<file path="src/rtl/alu_pipe.sv">
// Registered 8-operation ALU with a valid/ready handshake, status flags and an accumulator.
// An accepted result loads the output register and, optionally, the accumulator on the same edge.
module alu_pipe #(
  parameter int                 WIDTH     = 32,
  parameter logic [WIDTH-1:0]   ACC_RESET = '0
) (
  input  logic             clk,
  input  logic             reset,
  input  logic             in_valid,
  output logic             in_ready,
  input  logic [2:0]       op_code,
  input  logic [WIDTH-1:0] a,
  input  logic [WIDTH-1:0] b,
  input  logic             acc_sel,
  input  logic             acc_we,
  input  logic             acc_clr,
  output logic             out_valid,
  input  logic             out_ready,
  output logic [WIDTH-1:0] y,
  output logic             flag_z,
  output logic             flag_n,
  output logic             flag_c,
  output logic             flag_v,
  output logic [WIDTH-1:0] acc
);

  logic [WIDTH-1:0] oa;
  logic [WIDTH-1:0] opnd;
  logic [WIDTH:0]   sum;
  logic [WIDTH:0]   diff;
  logic [WIDTH-1:0] y_next;
  logic             c_next;
  logic             v_next;
  logic             accept;

  assign in_ready = !out_valid || out_ready;
  assign accept   = in_valid && in_ready;

  always_comb begin
    oa     = acc_sel ? acc : a;
    // inc/dec reuse the add/sub paths with a constant second operand
    opnd   = (op_code == 3'b101 || op_code == 3'b110) ? WIDTH'(1) : b;
    sum    = {1'b0, oa} + {1'b0, opnd};
    diff   = {1'b0, oa} - {1'b0, opnd};
    y_next = '0;
    c_next = 1'b0;
    v_next = 1'b0;
    case (op_code)
      3'b000: y_next = oa;
      3'b001, 3'b101: begin
        y_next = sum[WIDTH-1:0];
        c_next = sum[WIDTH];
        v_next = (oa[WIDTH-1] == opnd[WIDTH-1]) && (sum[WIDTH-1] != oa[WIDTH-1]);
      end
      3'b010, 3'b110: begin
        y_next = diff[WIDTH-1:0];
        c_next = diff[WIDTH];
        v_next = (oa[WIDTH-1] != opnd[WIDTH-1]) && (diff[WIDTH-1] != oa[WIDTH-1]);
      end
      3'b011: y_next = oa & b;
      3'b100: y_next = oa | b;
      default: y_next = b;
    endcase
  end

  always_ff @(posedge clk or posedge reset) begin
    if (reset) begin
      out_valid <= 1'b0;
      y         <= '0;
      flag_z    <= 1'b0;
      flag_n    <= 1'b0;
      flag_c    <= 1'b0;
      flag_v    <= 1'b0;
    end else if (accept) begin
      out_valid <= 1'b1;
      y         <= y_next;
      flag_z    <= (y_next == '0);
      flag_n    <= y_next[WIDTH-1];
      flag_c    <= c_next;
      flag_v    <= v_next;
    end else if (out_ready) begin
      out_valid <= 1'b0;
    end
  end

  // clear wins over a simultaneous accumulator write
  always_ff @(posedge clk or posedge reset) begin
    if (reset)                 acc <= ACC_RESET;
    else if (acc_clr)          acc <= ACC_RESET;
    else if (accept && acc_we) acc <= y_next;
  end

endmodule

</file>
<file path="config.mk">
export PLATFORM = sky130hd
export DESIGN_NAME = alu_pipe
export DESIGN_NICKNAME = d
export VERILOG_FILES = /design/src/rtl/alu_pipe.sv
export SDC_FILE = /design/constraint.sdc
export NUM_CORES = 1
export LEC_CHECK = 0
export CORE_MARGIN = 2
export CORE_UTILIZATION = 45
export CTS_BUF_LIST = sky130_fd_sc_hd__clkbuf_16
export DETAILED_ROUTE_END_ITERATION = 8
export PLACE_DENSITY = 0.79
export RECOVER_POWER = 50
export SYNTH_ARGS = -nofsm -noshare
export SYNTH_HDL_FRONTEND = slang
export SYNTH_SLANG_ARGS = --single-unit
</file>
<file path="constraint.sdc">
create_clock -name clk -period 5.85 [get_ports clk]
set_input_delay 1.755 -clock clk [delete_from_list [all_inputs] [get_ports clk]]
set_output_delay 1.755 -clock clk [all_outputs]
set_load 0.005 [all_outputs]
</file>
==> results of run 1 <==
==> flip-flops by register name, summed over array words and instances (netlist names) <==
name / count
flag_v: 1
out_valid: 1
flag_c: 1
acc: 32
flag_z: 1
y: 32
==> area by class of cell <==
type / count / area [um^2]
multi-input cells: 917 / 6240
fillers: 1451 / 5810
repair buffers: 412 / 3470
flip-flops and latches: 68 / 1700
inverters: 77 / 289
well taps: 229 / 287
clock buffers: 9 / 225
clock inverters: 7 / 67.6
==> per-layer routing <==
| layer | part of all wire | up-vias | GRT usage |
|---|---|---|---|
| li1 | - | 4796 | - |
| met1 | 0.41 | 5055 | 0.501 |
| met2 | 0.44 | 749 | 0.550 |
| met3 | 0.12 | 109 | 0.0609 |
| met4 | 0.037 | 0 | 0.124 |
| met5 | 0 | - | 0 |
==> cells in the final DEF, fill, tap and decap left out, drive strengths merged, types with 35 or more instances in the layout <==
master,n
nor2,75
a21oi,93
o21ai,91
clkdlybuf4s50,105
buf,268
nand2,191
inv,76
dlygate4sd3,35
ha,71
dfrtp,68
==> synthesized netlist by cell type (6+ instances only) <==
| cell type | instances | area, um^2 |
|---|---|---|
| nand2_1 | 190 | 713 |
| a21oi_1 | 89 | 445 |
| o21ai_0 | 85 | 425 |
| inv_1 | 74 | 278 |
| nor2_1 | 73 | 274 |
| ha_1 | 71 | 888 |
| dfrtp_1 | 68 | 1700 |
| clkbuf_1 | 39 | 146 |
| xnor2_1 | 25 | 219 |
| mux2_2 | 24 | 270 |
| nor3_1 | 22 | 110 |
| a22o_1 | 20 | 175 |
| nand3_1 | 20 | 100 |
| a211oi_1 | 17 | 128 |
| buf_2 | 16 | 80.1 |
| and3_1 | 14 | 87.6 |
| a21o_1 | 13 | 97.6 |
| nand4_1 | 13 | 81.3 |
| o21a_1 | 13 | 97.6 |
| o22ai_1 | 13 | 81.3 |
| o211ai_1 | 12 | 90.1 |
| mux2i_1 | 11 | 110 |
| nand2b_1 | 10 | 62.6 |
| nor2b_1 | 10 | 62.6 |
| o221ai_1 | 10 | 87.6 |
| o31ai_1 | 10 | 75.1 |
| a31oi_1 | 9 | 56.3 |
| or3_1 | 8 | 50.1 |
| a211o_1 | 6 | 52.6 |
| nor4_1 | 6 | 37.5 |
| o21bai_1 | 6 | 45.0 |
==> logic make-up (layout without fill, tap and decap cells) <==
kind of cell             after synthesis  count (layout)
AND/OR/NAND/NOR                      399             399
AO/OA/AOI/OAI                        379             379
buffers and inverters                144             505
adder cells (fa/ha/maj)               73              73
flip-flops                            68              68
multiplexers                          36              36
XOR/XNOR                              30              30
==> worst max path at each step <==
stage | from | to | slack (ns) | cells after the start
CTS | op_code[0] | flag_z$_DFFE_PP0P_ | 0.00006 | 17
global route | acc_sel | flag_z$_DFFE_PP0P_ | -0.06 | 17
finish | acc_sel | flag_z$_DFFE_PP0P_ | 0.06 | 18
global placement | op_code[0] | flag_z$_DFFE_PP0P_ | -0.43 | 17
floorplan | op_code[1] | flag_z$_DFFE_PP0P_ | 0.24 | 17
detailed placement | op_code[0] | flag_z$_DFFE_PP0P_ | -0.45 | 17
==> power groups by stage <==
| stage | Clock, mW | Combinational [mW] | Sequential [mW] |
|---|---|---|---|
| 2_1_floorplan | 0 | 0.690 | 0.583 |
| 3_3_place_gp | 0 | 1.40 | 0.583 |
| 3_5_place_dp | 0 | 1.42 | 0.586 |
| 4_1_cts | 0.526 | 1.45 | 0.581 |
| 5_1_grt | 0.547 | 1.60 | 0.585 |
| 6_report | 0.528 | 1.50 | 0.580 |
==> critical path: cells and delay by family <==
family	cells	cell delay [ns]
buf+inv	5	1.19
compound gates	6	1.41
simple gates	5	0.94
fa+ha+maj	1	0.35
mux	1	0.38
==> timing repair <==
item / CTS / global route
endpoints found under the setup margin: 2 / 9
pin swaps: 0 / 10
setup buffers: 0 / 2
gates resized for setup: 6 / 46
==> out/summary.txt, run 1 <==
Status - finished, violations left
Violated checks - max-capacitance violations, max-slew violations
Signal arrival time at the worst endpoint - 6.04 ns
Core occupancy in the finished layout - 0.679
Crit-path max cell delay - 0.52 ns
Number of standard-cell rows in the floorplan - 49
Total internal power - 1.58 mW
Class of the tightest hold or removal check - reg2reg
Vias in the first global route - 9979
Fraction of registers with async set or reset after synthesis - 1.00
Global placement routability congestion - 1.10
Setup TNS - 0 ns
Part of the Yosys area used for sequential elements - 0.204
Detailed Routing Iterations Pass 1 - 5
Setup Viol. Count Final - 0
Count of unresolved DRC violations after routing - 0
Cts hold-fix bufs - 0
Power per unit of standard cell area - 213 nW/um^2
Most frequently used flop master after synthesis - dfrtp_1
Antenna violations before repair - 0
Sum of internal, switching and leakage power - 2.61 mW
Compound-cell area share of the yosys netlist - 0.312
Count of vias placed by the detailed router - 10700
HPWL reported at the end of detailed placement - 28.2 mm
Die ar. - 19700 um^2
DR WL/cell - 21.3 um
Die H - 140 um
Critical Path Slowest Stage Cell - clkdlybuf4s50_1
Yosys warning total - 0
Tmin final - 5.79 ns
Post-synthesis instance area - 8360 um^2
Clock tree from TritonCTS - built
Reg2Reg Depth - 14
Switching part of the total power - 0.396
Setup Slack @ Placement - -0.454 ns
Overall overflow remaining after global route - 0
Wire length of the first global-routing pass - 55.3 mm
Achievable frequency - 173 MHz
Critical path, cell by cell - clkdlybuf4s50_1 > buf_12 > buf_4 > mux2_2 > ha_1 > buf_4 > nand3_1 > a21oi_1 > a211oi_4 > nor2_1 > buf_4 > a211o_1 > a211oi_2 > a31oi_1 > nor2_1 > nand4b_1 > or4_1 > o21ai_1
Kind of start point of the critical path - input port
DR vias/cell - 6.23
Leak pwr - 5.92 nW
Number of synthesized flops with an enable pin - 0
Number of sinks handled by clock tree synthesis - 68
Kind of capture point of the worst setup path - flop
Clock share of power - 0.202
Clk Latency, worst-skew pair - 0.33 ns
Worst Hold Launch - y[28]$_DFFE_PP0P_
Effective utilization at floorplan - 0.462
Number of non-filler instances in the completed layout - 1719
H-tree level count - 3
Crit Reg-Reg Endpoint - flag_z$_DFFE_PP0P_
Unique masters post-synth - 97
Number of nets in the synthesized netlist - 1276
Slew Viols, Final - 49
Root Buffer Master - clkbuf_16
Cell seen most often among critical-path stages - buf_4
Layout overhead on the synthesized area - 46.9%
Total inserted antenna cells - 0
Placeable core region - 18100 um^2
Combinational group share of total power - 0.575
Setup CP Type - in2reg
Fin area - 12300 um^2
Maximum clock skew at final layout - 0.00452 ns
Placed Cells incl. Taps - 1701
Fraction of the cycle the final worst path needs - 0.989
Layout cell share with drive strength beyond 1 - 0.260
Largest net degree at the start of global routing - 49
Cell depth of the worst hold path - 2
Dominant combinational cell family by area after synthesis - compound AO/OA/AOI/OAI gates
Hold slack - 0.474 ns
Number of buffers added by the clock tree synthesis step - 9
Reg clk slew, reported paths - 0.06 ns
Die width - 140 um
Net count reported at finish - 1632
Hold path endpoint - y[28]$_DFFE_PP0P_
Portion of netlist area occupied by mux cells - 0.0468
Global Route Usage Sum - 0.355
Total detailed-routing wirelength - 36.5 mm
Largest fanout of any net on the critical path - 18
Maximum clock insertion buffer count - 2
Area of placed instances - 11800 um^2
Simple-gate area share of the yosys netlist - 0.222
Worst reg-to-reg setup slack - 1.91 ns
Number of buffers added on ports - 143
Register bit count reported by yosys - 68
Parity-gate share of the synthesized area counting xor and xnor cells - 0.0314
Hold Fails Final Rpt - 0
Worst-case headroom to the max-slew limit - -0.683
Syn Inst Count - 1129
RR Startpoint - acc[6]$_DFFE_PP0P_
Required time of the critical path - 6.11 ns
Transition time at the pin with the least slew margin - 2.52 ns
Adder-cell area share of the yosys netlist - 0.111
I/O pins - 144
Antenna Violating Nets Remaining - 0
Maxcap violations - 1
Peak supply drop - 0.144 mV
Average cell area after synthesis - 7.40 um^2
Fin worst setup slack - 0.0642 ns
Share of power burned in registers - 0.222
Sw power - 1.03 mW
Iteration-0 DRC Markers - 1414
Note: power is estimated with default switching activity, not from simulation.
==> run 2: changes to the inputs <==
--- a/config.mk
+++ b/config.mk
@@ -9,8 +9,10 @@
 export CORE_UTILIZATION = 45
 export CTS_BUF_LIST = sky130_fd_sc_hd__clkbuf_16
 export DETAILED_ROUTE_END_ITERATION = 8
-export PLACE_DENSITY = 0.79
+export DONT_BUFFER_PORTS = 1
+export PLACE_DENSITY = 0.69
 export RECOVER_POWER = 50
+export SLEW_MARGIN = 20
 export SYNTH_ARGS = -nofsm -noshare
 export SYNTH_HDL_FRONTEND = slang
 export SYNTH_SLANG_ARGS = --single-unit
==> run 2 against run 1 <==
  * The flow still finishes with violations (max-capacitance violations, max-slew violations)
  * Worst setup slack improved by 0.14 ns
  * Core utilization shrank 17 points
  * Clock skew grew 0.00059 ns
  * Critical path depth decreased by 1
  * Final area down 25%
  * Non-clock buffer count fell by 336
  * Via count shrank 17%
  * Worst hold slack improved by 0.024 ns
  * Global-route usage shrank 4.9 points
  * Die area is the same
  * First-iteration DRC count shrank 26%
  * Largest power group unchanged
==> out/summary.txt, run 2 (synthesis results as in run 1) <==
Maxcap violations - 1
Maximum clock skew at final layout - 0.00511 ns
Number of buffers added by the clock tree synthesis step - 9
Power per unit of standard cell area - 240 nW/um^2
Sequential cell area in the final layout - 1700 um^2
DR WL/cell - 22.2 um
GRT met2 Usage - 0.455
Kind of start point of the critical path - input port
Area of placed instances - 8910 um^2
Violated checks - max-capacitance violations, max-slew violations
Core occupancy in the finished layout - 0.511
Leak pwr - 4.38 nW
Worst-case headroom to the max-slew limit - -1.31
Most frequent cells in the layout - nand2_1 (190), a21oi_1 (88), o21ai_0 (85)
Largest fanout of any net on the critical path - 20
Count of vias placed by the detailed router - 8925
Overall overflow remaining after global route - 0
Setup CP Type - in2reg
Count of unresolved DRC violations after routing - 0
Vias in the first global route - 8327
Worst reg-to-reg setup slack - 1.61 ns
Total inserted antenna cells - 0
Class of the tightest hold or removal check - reg2reg
Number of standard-cell rows in the floorplan - 49
Status - finished, violations left
HPWL reported at the end of detailed placement - 24.1 mm
Fin worst setup slack - 0.209 ns
Most heavily used metal layer in global routing - met2
Setup Viol. Count Final - 0
Required time of the critical path - 6.11 ns
Post-CTS Repair Setup Buffers - 0
Layout cell share with drive strength beyond 1 - 0.137
Layout overhead on the synthesized area - 10.6%
Net count reported at finish - 1296
Die ar. - 19700 um^2
Number of buffers added on ports - 0
Total detailed-routing wirelength - 30.7 mm
Die H - 140 um
Effective utilization at floorplan - 0.462
Root Buffer Master - clkbuf_16
Peak supply drop - 0.164 mV
Filler instances - 1749
I/O pins - 144
Most common cell after layout, fill and taps aside - nand2_1
Slew Viols, Final - 69
Post-CTS resize count - 0
H-tree level count - 3
Die width - 140 um
Fraction of the cycle the final worst path needs - 0.964
Number of sinks handled by clock tree synthesis - 68
DR vias/cell - 6.45
Hold Fails Final Rpt - 0
Global Route Usage Sum - 0.307
Tmin final - 5.64 ns
Signal arrival time at the worst endpoint - 5.90 ns
Largest net degree at the start of global routing - 69
Kind of capture point of the worst setup path - flop
Area of the multi-input gates - 6050 um^2
Fin area - 9250 um^2
Clk Latency, worst-skew pair - 0.33 ns
Wire length of the first global-routing pass - 47.8 mm
Maximum clock insertion buffer count - 2
Met3 routing resource usage after global routing - 0.0605
Iteration-0 DRC Markers - 1050
Reg clk slew, reported paths - 0.05 ns
Placeable core region - 18100 um^2
Cts hold-fix bufs - 0
Achievable frequency - 177 MHz
Antenna Violating Nets Remaining - 0
Antenna violations before repair - 0
Global placement routability congestion - 0.996
Detailed Routing Iterations Pass 1 - 6
Setup Slack @ Placement - -0.0165 ns
Transition time at the pin with the least slew margin - 3.47 ns
Clock tree from TritonCTS - built
Registers with the most flip-flops - acc: 32 flops, y: 32 flops
RSZ-0062 raised after global routing - no
Met1 track demand over resource in global routing - 0.449
run 2: cell count changes in the layout (fill, tap and decap cells not counted), moves of 4 or more:
cell | before | now
clkdlybuf4s50_1 | 105 | 0
o21ai_1 | 7 | 3
nor3_1 | 18 | 22
buf_4 | 267 | 74
dlygate4sd3_1 | 35 | 0
a211oi_2 | 6 | 2
o21ai_0 | 80 | 85
nor3_2 | 4 | 0
a211oi_1 | 12 | 17
run 2: layout make-up:
class	count	share of cell area
repair buffers	76	0.0626
multi-input cells	917	0.654
well taps	229	0.0310
flip-flops and latches	68	0.184
clock inverters	7	0.0124
clock buffers	9	0.0244
inverters	77	0.0312
run 2: worst paths after layout:
| kind | from | endpoint | cells past startpoint |
|---|---|---|---|
| max | op_code[0] | flag_z$_DFFE_PP0P_ | 17 |
| max in group asynchronous | reset | acc[25]$_DFFE_PP0P_ | 2 |
| min | y[5]$_DFFE_PP0P_ | y[5]$_DFFE_PP0P_ | 2 |
| min in group asynchronous | reset | acc[5]$_DFFE_PP0P_ | 2 |
| max reg2reg | acc[1]$_DFFE_PP0P_ | flag_z$_DFFE_PP0P_ | 14 |
| min reg2reg | y[5]$_DFFE_PP0P_ | y[5]$_DFFE_PP0P_ | 2 |
run 2: metal layers:
| metal | part of all wire | vias up |
|---|---|---|
| met3 | 0.12 | 61 |
| met1 | 0.43 | 4221 |
| met4 | 0.029 | 0 |
| met2 | 0.42 | 529 |
| li1 | - | 4114 |
| met5 | 0 | - |
run 2: metrics by stage:
stage | power (mW) | cells | hold slack [ns] | TNS (ns)
final | 2.22 | 1383 | 0.499 | 0
after global routing | 2.34 | 1383 | 0.533 | 0
after CTS | 2.20 | 1383 | 0.508 | 0
after detailed placement | 1.58 | 1367 | 0.493 | -0.0165
after global placement | 1.58 | 1367 | 0.490 | 0
after floorplan | 1.27 | 1129 | 0.470 | 0
run 2: report_power, final:
| part | leakage (nW) | switching (mW) | internal [mW] |
|---|---|---|---|
| combinational | 3.33 | 0.622 | 0.388 |
| sequential | 0.888 | 0.0612 | 0.535 |
| clock | 0.163 | 0.199 | 0.414 |
| total | 4.38 | 0.882 | 1.34 |
run 2: critical path: stages:
cell       delay [ns]
or2_2            0.29
nand3_1          0.16
buf_4            0.15
buf_4            0.14
nand2_1          0.11
ha_1             0.31
inv_1            0.11
a2111oi_0        0.62
o211ai_1         0.34
a31oi_1          0.27
nand3_1          0.17
o21a_1           0.27
o22ai_2          0.18
mux2i_1          0.11
o31ai_1          0.39
or3b_1           0.40
o21ai_1          0.12
==> run 3: changes to the inputs <==
--- a/config.mk
+++ b/config.mk
@@ -6,11 +6,11 @@
 export NUM_CORES = 1
 export LEC_CHECK = 0
 export CORE_MARGIN = 2
-export CORE_UTILIZATION = 45
+export CORE_UTILIZATION = 50
 export CTS_BUF_LIST = sky130_fd_sc_hd__clkbuf_16
 export DETAILED_ROUTE_END_ITERATION = 8
 export DONT_BUFFER_PORTS = 1
-export PLACE_DENSITY = 0.69
+export PLACE_DENSITY = 0.74
 export RECOVER_POWER = 50
 export SLEW_MARGIN = 20
 export SYNTH_ARGS = -nofsm -noshare
==> run 3 against run 2 <==
  * The run still ends with max-capacitance violations, max-slew violations left
  * Highest routed layer unchanged
  * Core utilization up 5.0 points
  * Largest cell class unchanged
  * Largest power group unchanged
  * Clock skew up 0.0030 ns
  * Cell count down 0.14%
  * Clock power down 8.6%
==> out/summary.txt, run 3 (synthesis results as in run 1) <==
Layout overhead on the synthesized area - 10.6%
Reg clk slew, reported paths - 0.05 ns
Total inserted antenna cells - 0
Required time of the critical path - 6.10 ns
Number of buffers and inverters on the critical path - 1
Maximum clock insertion buffer count - 2
Antenna Violating Nets Remaining - 0
Critical Path Slowest Stage Cell - nor3_1
RSZ-0062 raised after global routing - no
Cts hold-fix bufs - 0
Reg2Reg Depth - 15
Setup Viol. Count Final - 0
Class of the tightest hold or removal check - reg2reg
HPWL reported at the end of detailed placement - 24.5 mm
Number of sinks handled by clock tree synthesis - 68
Area of placed instances - 8940 um^2
Critical path, cell by cell - or2_2 > nand3_1 > buf_4 > nand2_1 > ha_1 > a21oi_1 > o21a_1 > o21ai_0 > nor3_1 > nor2_2 > a21oi_1 > xnor2_1 > a211oi_1 > o2111ai_1 > or4_1 > o21ai_1
Largest fanout of any net on the critical path - 20
Most frequent cells in the layout - nand2_1 (190), a21oi_1 (88), o21ai_0 (85)
Worst Hold Launch - y[5]$_DFFE_PP0P_
Fin area - 9250 um^2
Cell depth of the worst hold path - 2
Maximum clock skew at final layout - 0.00813 ns
Detailed Routing Iterations Pass 1 - 6
Overall overflow remaining after global route - 0
Fraction of the cycle the final worst path needs - 0.965
Power per unit of standard cell area - 237 nW/um^2
Die H - 133 um
Status - finished, violations left
Clk Latency, worst-skew pair - 0.33 ns
Setup TNS - 0 ns
Tmin final - 5.65 ns
H-tree level count - 3
Setup Slack @ Placement - 0.0109 ns
Global placement routability congestion - 1.08
Registers with the most flip-flops - acc: 32 flops, y: 32 flops
Number of buffers added on ports - 0
Sequential cell area in the final layout - 1700 um^2
Crit Reg-Reg Endpoint - flag_z$_DFFE_PP0P_
Kind of capture point of the worst setup path - flop
Vias in the first global route - 8654
Die ar. - 17800 um^2
Delay-heaviest family, CP - compound AO/OA/AOI/OAI gates
Achievable frequency - 177 MHz
Effective utilization at floorplan - 0.508
Post-CTS Repair Setup Buffers - 0
Most common cell after layout, fill and taps aside - nand2_1
DR WL/cell - 23.0 um
Sum of internal, switching and leakage power - 2.19 mW
Filler instances - 1547
Slew Viols, Final - 64
Setup CP Type - in2reg
Total detailed-routing wirelength - 31.8 mm
Post-CTS resize count - 0
Count of vias placed by the detailed router - 9091
Leak pwr - 4.41 nW
RR Startpoint - acc[1]$_DFFE_PP0P_
DR vias/cell - 6.58
Cell seen most often among critical-path stages - a21oi_1
Wire length of the first global-routing pass - 49.4 mm
Violated checks - max-capacitance violations, max-slew violations
Die width - 133 um
Iteration-0 DRC Markers - 1146
Largest net degree at the start of global routing - 64
Crit-path max cell delay - 0.52 ns
Hold path endpoint - y[5]$_DFFE_PP0P_
Layout cell share with drive strength beyond 1 - 0.141
Root Buffer Master - clkbuf_16
Placeable core region - 16500 um^2
Count of unresolved DRC violations after routing - 0
I/O pins - 144
Number of buffers added by the clock tree synthesis step - 9
Net count reported at finish - 1303
Area of the multi-input gates - 6050 um^2
Transition time at the pin with the least slew margin - 3.21 ns
Antenna violations before repair - 0
Global Route Usage Sum - 0.351
Peak supply drop - 0.223 mV
Hold Fails Final Rpt - 0
Signal arrival time at the worst endpoint - 5.90 ns
Kind of start point of the critical path - input port
Number of standard-cell rows in the floorplan - 47
Clock tree from TritonCTS - built
Worst-case headroom to the max-slew limit - -1.14
Maxcap violations - 1
Worst reg-to-reg setup slack - 1.67 ns
Fin worst setup slack - 0.205 ns
[run 3: metal layers]
metal	vias up	GRT usage	wire [um]
li1	4127	-	-
met4	0	0.0833	705
met1	4255	0.503	13300
met2	644	0.539	13700
met3	65	0.0784	4020
met5	-	0	0
[run 3: worst max path at each step]
stage	from	end	slack, ns	cells past startpoint
floorplan	op_code[1]	flag_z$_DFFE_PP0P_	0.24	17
global placement	op_code[0]	flag_z$_DFFE_PP0P_	0.08	16
detailed placement	op_code[0]	flag_z$_DFFE_PP0P_	0.01	16
CTS	op_code[0]	flag_z$_DFFE_PP0P_	0.34	16
global route	op_code[0]	flag_z$_DFFE_PP0P_	0.02	16
finish	op_code[0]	flag_z$_DFFE_PP0P_	0.20	16
[run 3: report_power, final]
part	internal (mW)	switching (mW)	leakage (nW)	total [mW]
Clock	0.367	0.193	0.158	0.560
Combinational	0.396	0.641	3.36	1.04
Sequential	0.535	0.0609	0.888	0.596
Total	1.30	0.894	4.41	2.19
[run 3: layout make-up]
| type | instances | share of cell area |
|---|---|---|
| tap | 220 | 0.0298 |
| sequential | 68 | 0.184 |
| clock inverter | 7 | 0.00893 |
| timing repair buffer | 83 | 0.0670 |
| clock buffer | 9 | 0.0244 |
| inverter | 77 | 0.0313 |
| multi-input combinational | 917 | 0.655 |
[run 3: tightest hold or removal path, cell delays in order (launching register included)]
cell	delay, ns
dfrtp_1	0.36
nand2_1	0.05
nand2_1	0.05
[run 3: metrics by stage]
step | instances | utilization | hold WS (ns)
after global routing | 1381 | 0.561 | 0.519
after floorplan | 1129 | - | 0.470
final | 1381 | 0.561 | 0.501
after detailed placement | 1365 | 0.543 | 0.491
after CTS | 1381 | 0.562 | 0.503
after global placement | 1365 | 0.543 | 0.488
